File: src/rtl/hazard_ctrl_if.sv
// Operand-path control bundle between the ID/EX pipeline and the hazard controller.
interface hazard_ctrl_if;
  logic [15:0] id_instr;
  logic        id_valid;
  logic        flush;
  logic        mem_stall;
  logic [2:0]  ForwardA;
  logic [2:0]  ForwardB;
  logic        stall_fetch;
  logic        bubble_ex;
  logic        halted;

  // Pipeline side: presents the ID instruction and pipeline events, consumes selects.
  modport master (
    output id_instr, id_valid, flush, mem_stall,
    input  ForwardA, ForwardB, stall_fetch, bubble_ex, halted
  );

  // Controller side.
  modport slave (
    input  id_instr, id_valid, flush, mem_stall,
    output ForwardA, ForwardB, stall_fetch, bubble_ex, halted
  );
endinterface

File: src/rtl/hazard_ctrl.sv
// EX-stage operand forwarding, load-use stall, flush squash and HLT drain sequencing.
// Keeps a shadow of the EX/MEM/WB destination state and derives mux selects from it.
module hazard_ctrl #(
  parameter int REG_W     = 4,
  parameter int DRAIN_CYC = 3
) (
  input  logic          clk,
  input  logic          rst_n,
  hazard_ctrl_if.slave  hif
);

  localparam int CNT_W = (DRAIN_CYC > 1) ? $clog2(DRAIN_CYC) : 1;

  localparam logic [2:0] FWD_MEM = 3'b010;
  localparam logic [2:0] FWD_WB  = 3'b001;
  localparam logic [2:0] FWD_RF  = 3'b000;

  typedef struct packed {
    logic             valid;
    logic             wr;
    logic [REG_W-1:0] dest;
    logic [REG_W-1:0] src_a;
    logic [REG_W-1:0] src_b;
    logic             use_a;
    logic             use_b;
    logic             is_load;
  } ex_t;

  typedef struct packed {
    logic             valid;
    logic             wr;
    logic [REG_W-1:0] dest;
    logic             is_load;
  } stg_t;

  typedef enum logic [1:0] {RUN, DRAIN, HALT} state_t;

  ex_t              ex_q, id_dec;
  stg_t             mem_q, wb_q;
  state_t           state_q, state_d;
  logic [CNT_W-1:0] cnt_q, cnt_d;

  logic [3:0]       op;
  logic [REG_W-1:0] f_rd, f_rs, f_rt;
  logic             wr_op, use_a_op, use_b_op, use_st_op, hlt_op;
  logic             lu;
  logic             sf_raw, bx_raw;

  assign op   = hif.id_instr[15:12];
  assign f_rd = REG_W'(hif.id_instr[11:8]);
  assign f_rs = REG_W'(hif.id_instr[7:4]);
  assign f_rt = REG_W'(hif.id_instr[3:0]);

  // Opcode classes; immediates (shifts, lw, sw) leave operand B unused.
  always_comb begin
    wr_op     = op inside {[4'h0:4'h8], 4'hA, 4'hB, 4'hE};
    use_a_op  = op inside {[4'h0:4'hB], 4'hD};
    use_b_op  = op inside {[4'h0:4'h3], 4'h7};
    use_st_op = (op == 4'h9);
    hlt_op    = (op == 4'hF);
  end

  // Decoded ID entry as it would land in EX; a write to R0 is not a write.
  always_comb begin
    id_dec         = '0;
    id_dec.valid   = hif.id_valid;
    id_dec.wr      = hif.id_valid & wr_op & (f_rd != '0);
    id_dec.dest    = f_rd;
    id_dec.src_a   = (op == 4'hA || op == 4'hB) ? f_rd : f_rs;
    id_dec.src_b   = f_rt;
    id_dec.use_a   = hif.id_valid & use_a_op;
    id_dec.use_b   = hif.id_valid & use_b_op;
    id_dec.is_load = hif.id_valid & (op == 4'h8);
  end

  // Load-use: a consumer in ID of a load in EX, including sw store data.
  always_comb begin
    lu = hif.id_valid & ex_q.is_load & ex_q.wr &
         ((use_a_op  && id_dec.src_a == ex_q.dest) ||
          (use_b_op  && f_rt         == ex_q.dest) ||
          (use_st_op && f_rd         == ex_q.dest));
  end

  // Drain FSM next-state and pipeline-control outputs, in priority order.
  always_comb begin
    state_d = state_q;
    cnt_d   = cnt_q;
    sf_raw  = 1'b0;
    bx_raw  = 1'b0;
    case (state_q)
      HALT: begin
        sf_raw = 1'b1;
        bx_raw = 1'b1;
      end
      DRAIN: begin
        sf_raw = 1'b1;
        bx_raw = 1'b1;
        if (!hif.mem_stall) begin
          if (cnt_q == '0) state_d = HALT;
          else             cnt_d   = cnt_q - 1'b1;
        end
      end
      default: begin
        if (hif.mem_stall) begin
          sf_raw = 1'b1;
        end else if (hif.flush) begin
          bx_raw = 1'b1;
        end else if (lu) begin
          sf_raw = 1'b1;
          bx_raw = 1'b1;
        end else if (hif.id_valid && hlt_op) begin
          state_d = DRAIN;
          cnt_d   = CNT_W'(DRAIN_CYC - 1);
        end
      end
    endcase
  end

  // FSM state and drain counter.
  always_ff @(posedge clk or negedge rst_n) begin
    if (!rst_n) begin
      state_q <= RUN;
      cnt_q   <= '0;
    end else begin
      state_q <= state_d;
      cnt_q   <= cnt_d;
    end
  end

  // Shadow stage registers; the whole pipe freezes while data memory is busy.
  always_ff @(posedge clk or negedge rst_n) begin
    if (!rst_n) begin
      ex_q  <= '0;
      mem_q <= '0;
      wb_q  <= '0;
    end else if (!hif.mem_stall) begin
      wb_q          <= mem_q;
      mem_q.valid   <= ex_q.valid;
      mem_q.wr      <= ex_q.wr;
      mem_q.dest    <= ex_q.dest;
      mem_q.is_load <= ex_q.is_load;
      ex_q          <= bx_raw ? '0 : id_dec;
    end
  end

  // Operand selects: MEM beats WB; a load in MEM never forwards (its data is not ready).
  always_comb begin
    hif.ForwardA = FWD_RF;
    if (ex_q.use_a && mem_q.valid && mem_q.wr && !mem_q.is_load && mem_q.dest == ex_q.src_a)
      hif.ForwardA = FWD_MEM;
    else if (ex_q.use_a && wb_q.valid && wb_q.wr && wb_q.dest == ex_q.src_a)
      hif.ForwardA = FWD_WB;

    hif.ForwardB = FWD_RF;
    if (ex_q.use_b && mem_q.valid && mem_q.wr && !mem_q.is_load && mem_q.dest == ex_q.src_b)
      hif.ForwardB = FWD_MEM;
    else if (ex_q.use_b && wb_q.valid && wb_q.wr && wb_q.dest == ex_q.src_b)
      hif.ForwardB = FWD_WB;
  end

  // Control outputs read as idle for the whole time reset is held.
  assign hif.stall_fetch = rst_n & sf_raw;
  assign hif.bubble_ex   = rst_n & bx_raw;
  assign hif.halted      = (state_q == HALT);

  // WB load flag is kept for visibility of the retiring instruction only.
  logic unused_wb;
  assign unused_wb = wb_q.is_load;

endmodule

File: src/flat_wrapper.sv
// flat-port wrapper written by rule: the top's interface ports become plain ports
module hazard_ctrl_flat 
#(
  parameter int REG_W     = 4,
  parameter int DRAIN_CYC = 3
)
  (clk, rst_n, hif_id_instr, hif_id_valid, hif_flush, hif_mem_stall, hif_ForwardA, hif_ForwardB, hif_stall_fetch, hif_bubble_ex, hif_halted);
  hazard_ctrl_if hif_i ();
  input  logic clk;
  input  logic rst_n;
  input wire logic [$bits(hif_i.id_instr)-1:0] hif_id_instr;
  input wire logic [$bits(hif_i.id_valid)-1:0] hif_id_valid;
  input wire logic [$bits(hif_i.flush)-1:0] hif_flush;
  input wire logic [$bits(hif_i.mem_stall)-1:0] hif_mem_stall;
  output wire logic [$bits(hif_i.ForwardA)-1:0] hif_ForwardA;
  output wire logic [$bits(hif_i.ForwardB)-1:0] hif_ForwardB;
  output wire logic [$bits(hif_i.stall_fetch)-1:0] hif_stall_fetch;
  output wire logic [$bits(hif_i.bubble_ex)-1:0] hif_bubble_ex;
  output wire logic [$bits(hif_i.halted)-1:0] hif_halted;
  assign hif_i.id_instr = hif_id_instr;
  assign hif_i.id_valid = hif_id_valid;
  assign hif_i.flush = hif_flush;
  assign hif_i.mem_stall = hif_mem_stall;
  assign hif_ForwardA = hif_i.ForwardA;
  assign hif_ForwardB = hif_i.ForwardB;
  assign hif_stall_fetch = hif_i.stall_fetch;
  assign hif_bubble_ex = hif_i.bubble_ex;
  assign hif_halted = hif_i.halted;
  hazard_ctrl #(.REG_W(REG_W), .DRAIN_CYC(DRAIN_CYC)) u_core (.clk(clk), .rst_n(rst_n), .hif(hif_i));
endmodule
File: config.mk
export PLATFORM = sky130hd
export DESIGN_NAME = hazard_ctrl_flat
export DESIGN_NICKNAME = d
export VERILOG_FILES = /design/src/rtl/hazard_ctrl_if.sv /design/src/rtl/hazard_ctrl.sv /design/src/flat_wrapper.sv
export SDC_FILE = /design/constraint.sdc
export NUM_CORES = 1
export LEC_CHECK = 0
export ABC_AREA = 1
export BUFFER_PORTS_ARGS = -buffer_cell sky130_fd_sc_hd__buf_2
export CORE_UTILIZATION = 31
export CTS_CLUSTER_DIAMETER = 80
export DETAILED_ROUTE_END_ITERATION = 16
export PLACE_DENSITY_LB_ADDON = 0.2
export SETUP_SLACK_MARGIN = 0.4
export SYNTH_ARGS = -nofsm -noshare
export SYNTH_HDL_FRONTEND = slang
export SYNTH_SLANG_ARGS = --single-unit
export TNS_END_PERCENT = 100
File: constraint.sdc
create_clock -name clk -period 3.2 [get_ports clk]
set_input_delay 0.8 -clock clk [delete_from_list [all_inputs] [get_ports clk]]
set_output_delay 0.8 -clock clk [all_outputs]
set_load 0.01 [all_outputs]
==> results.md <==
- Final Cell Area: 0.002725 sq mm
- Peak VDD IR: approximately 0.2 mV
- Most used cell, CP: nand2_2
- Via Count: 1,859
- Most frequent cells in the layout: nand2_1, inv_1, dfrtp_1
- Worst Hold Path Cells: 1
- CTS tree: built
- Largest net degree at the start of global routing: 35
- Placed cell count: 365
- Internal power: 918.8 uW
- First-pass GRT wire length: about 9 mm
- F_max: 352.0 MHz
- Most common cell after layout, fill and taps aside: nand2_1
- Buffers plus inverters on the worst setup path: 3
- Sequential area share after synthesis: 39.88%
- Slew Viols, Final: 0
- Worst-path clk slew: 0.06 ns
- DP Wirelength: 3.782 mm
- Initial antenna violation count: 0
- Fin Setup TNS: 0 ns
- Number of synthesized flops with an enable pin: 0
- Clock Power Share: around a fifth
- Yosys warnings: 0
- Crit-path max cell delay: 0.15 ns
- Via density per instance: ~4.7
- Final Hold Viols: 0
- Drt initial violations: 73
- Hold Path Class: reg -> reg
- Reg2Reg Setup Slack: 1.50 ns
- Max-cap viol count: 0
- Area growth from synthesis to layout: 27.74%
- Die height: 84.96 um
- Tightest hold margin: 0.4736 ns
- GRT Resource Usage Total: 16.10%
- Vias in the first global route: roughly 1,800
- Worst setup path class: in -> out
- Synth cell types: 36
- Post-route DRC: 0
- Net Sw Frac: 37.25%
- Main synth FF type: dfrtp_1
- Worst Skew: around 0.0036 ns
- Mean post-synth cell area: between 7 and 8 sq um
- Cell count of the worst reg-to-reg path: 11
- H-tree Lvls: 2
- P_leak: approximately 0.0014 uW
- Setup violators final: 0
- CTS Sinks: 34
- Clock root buffer: clkbuf_8
- Run status: finished clean
- Core ar.: between 0.006 and 0.007 sq mm
- Die Span X: 84.96 um
- Share of layout cells above drive strength 1: between 30% and 40%
- Crit path depth: 14
- Starting Density: 32.85%
- Remaining antenna violation count: 0
- Critical Path RT: 2.40 ns
- Cts bufs inserted: 5
- Post-Layout Cell Count: 396
- Crit path max-delay family: simple AND/OR/NAND/NOR gates
- Sequential power share: 43.6%
- TritonRoute pass-1 iters: 7
- RSZ-0062 raised after global routing: true
- Routed wire length: roughly 5.4 mm
- Fin crit period: roughly 2.8 ns
- Ys async rst share: 100.0%
- Synth Cell Area: about 0.0021 sq mm
- Gpl congestion: 0.9051
- Clock tree buffer depth: 2
- FP Rows: 29
- Cells after synthesis: 267
- Critical Path Source Type: input pin
- Slowest-stage cell, CP: buf_4
- Per-cell routed wire length: 13.55 um
- Worst path arrival time: between 2 and 2.5 ns
- Total Nets Final: ~340
- CTS hold repair buffers: 0
- Crit path max fanout: 5
- Element type at the critical path end: output port
- Clk_lat worst skew: 0.28 ns
- GR Overflow Total: 0
- Post-Place Cell Area: 0.002318 sq mm
- Ant. Diodes: 0
- Combinational share of power: 36.2%
- I/O pin count: 30
- Die area: 0.007217 sq mm
- Net Sw Power: 545.4 uW
- PortBufs: 27
- Share of the synthesized area in the top cell type: 39.88%
- Synth Register Bits: 34
- Critical path cell sequence: buf_12 -> buf_4 -> nand3_4 -> nand2_1 -> nand3_1 -> nand2_2 -> nor2_2 -> nand3_2 -> nand2_2 -> nand2_4 -> nand2_2 -> nand2_2 -> a21oi_2 -> buf_2
- Synth area leaders: dfrtp_1, nand2_1, inv_1
- P per Cell Area: between 500 and 600 mW/mm^2
- Period utilization: 88.77%
- Cell taking the most area after synthesis: dfrtp_1
-- synth_stat cells, types with 5 or more instances --
master / count
nand2_1: 54
inv_1: 45
dfrtp_1: 34
o21ai_0: 19
nor2_1: 13
nand3_1: 12
xnor2_1: 11
nand4_1: 7
xor2_1: 7
nand2_2: 6
nor3_1: 6
a21oi_1: 5
o21ai_2: 5
-- power by group through the flow --
stage | combinational, uW | clock, uW | sequential (uW)
detailed placement | 491 | 0 | 647
global route | 606 | 336 | 656
global placement | 489 | 0 | 646
CTS | 523 | 309 | 639
floorplan | 392 | 0 | 620
finish | 530 | 295 | 639
-- state kept, by name, indices dropped and copies added, names as in the netlist --
register        cells
u_core.state_q      2
u_core.wb_q         6
u_core.mem_q        7
u_core.ex_q        17
u_core.cnt_q        2
-- through the flow --
step	setup slack [ns]	power, uW	utilization, %
5_1_grt	0.2356	1599	41.96
6_report	0.3593	1464	41.96
2_1_floorplan	0.4587	1012	-
4_1_cts	0.3095	1471	40.71
3_5_place_dp	0.1322	1138	35.70
3_3_place_gp	0.1544	1135	35.70
-- final timing paths --
| path | startpoint | endpoint |
|---|---|---|
| hold / removal | u_core.cnt_q[0] | u_core.cnt_q[0] |
| setup reg to reg | u_core.ex_q[11] | u_core.ex_q[13] |
| setup / recovery | hif_id_instr[15] | hif_bubble_ex |
| hold reg to reg | u_core.cnt_q[0] | u_core.cnt_q[0] |
| min in group asynchronous | rst_n | u_core.wb_q[1] |
| max in group asynchronous | rst_n | u_core.ex_q[3] |
-- layer usage --
metal / global-route usage (%) / routed length, um / vias up
met3: 3.113 / 176 / 6
met5: 0 / 0 / -
met4: 5.085 / 76 / 0
met2: 24.85 / 2382 / 35
li1: - / - / 963
met1: 22.69 / 2730 / 855
-- kinds of logic after synthesis --
kind of cell / count (synthesis) / synth area share (%)
buffers and inverters: 56 / 11.32
DFF: 34 / 39.88
xor gates and xnor gates: 18 / 7.390
AOI/OAI and AO/OA: 45 / 13.67
adders and majority gates: 3 / 1.760
other: 1 / 0.1758
and+or+nand+nor: 110 / 25.81
-- area by class of cell --
type                            instances  area (sq um)
Fill cell                             670          3770
Tap cell                               77         96.34
Inverter                               47         193.9
Clock buffer                            7         76.32
Timing Repair Buffer                   52         395.4
Multi-Input combinational cell        179          1112
Sequential cell                        34         850.8
-- timing repair --
item | in CTS | in global routing
gates resized for setup | 20 | 22
gates cloned | 1 | 0
endpoints found under the hold margin | 0 | 0
buffers inserted | 22 | 1
setup endpoints to repair | 2 | 3
pin swaps | 13 | 13
Power figures use the tool's default switching activity.
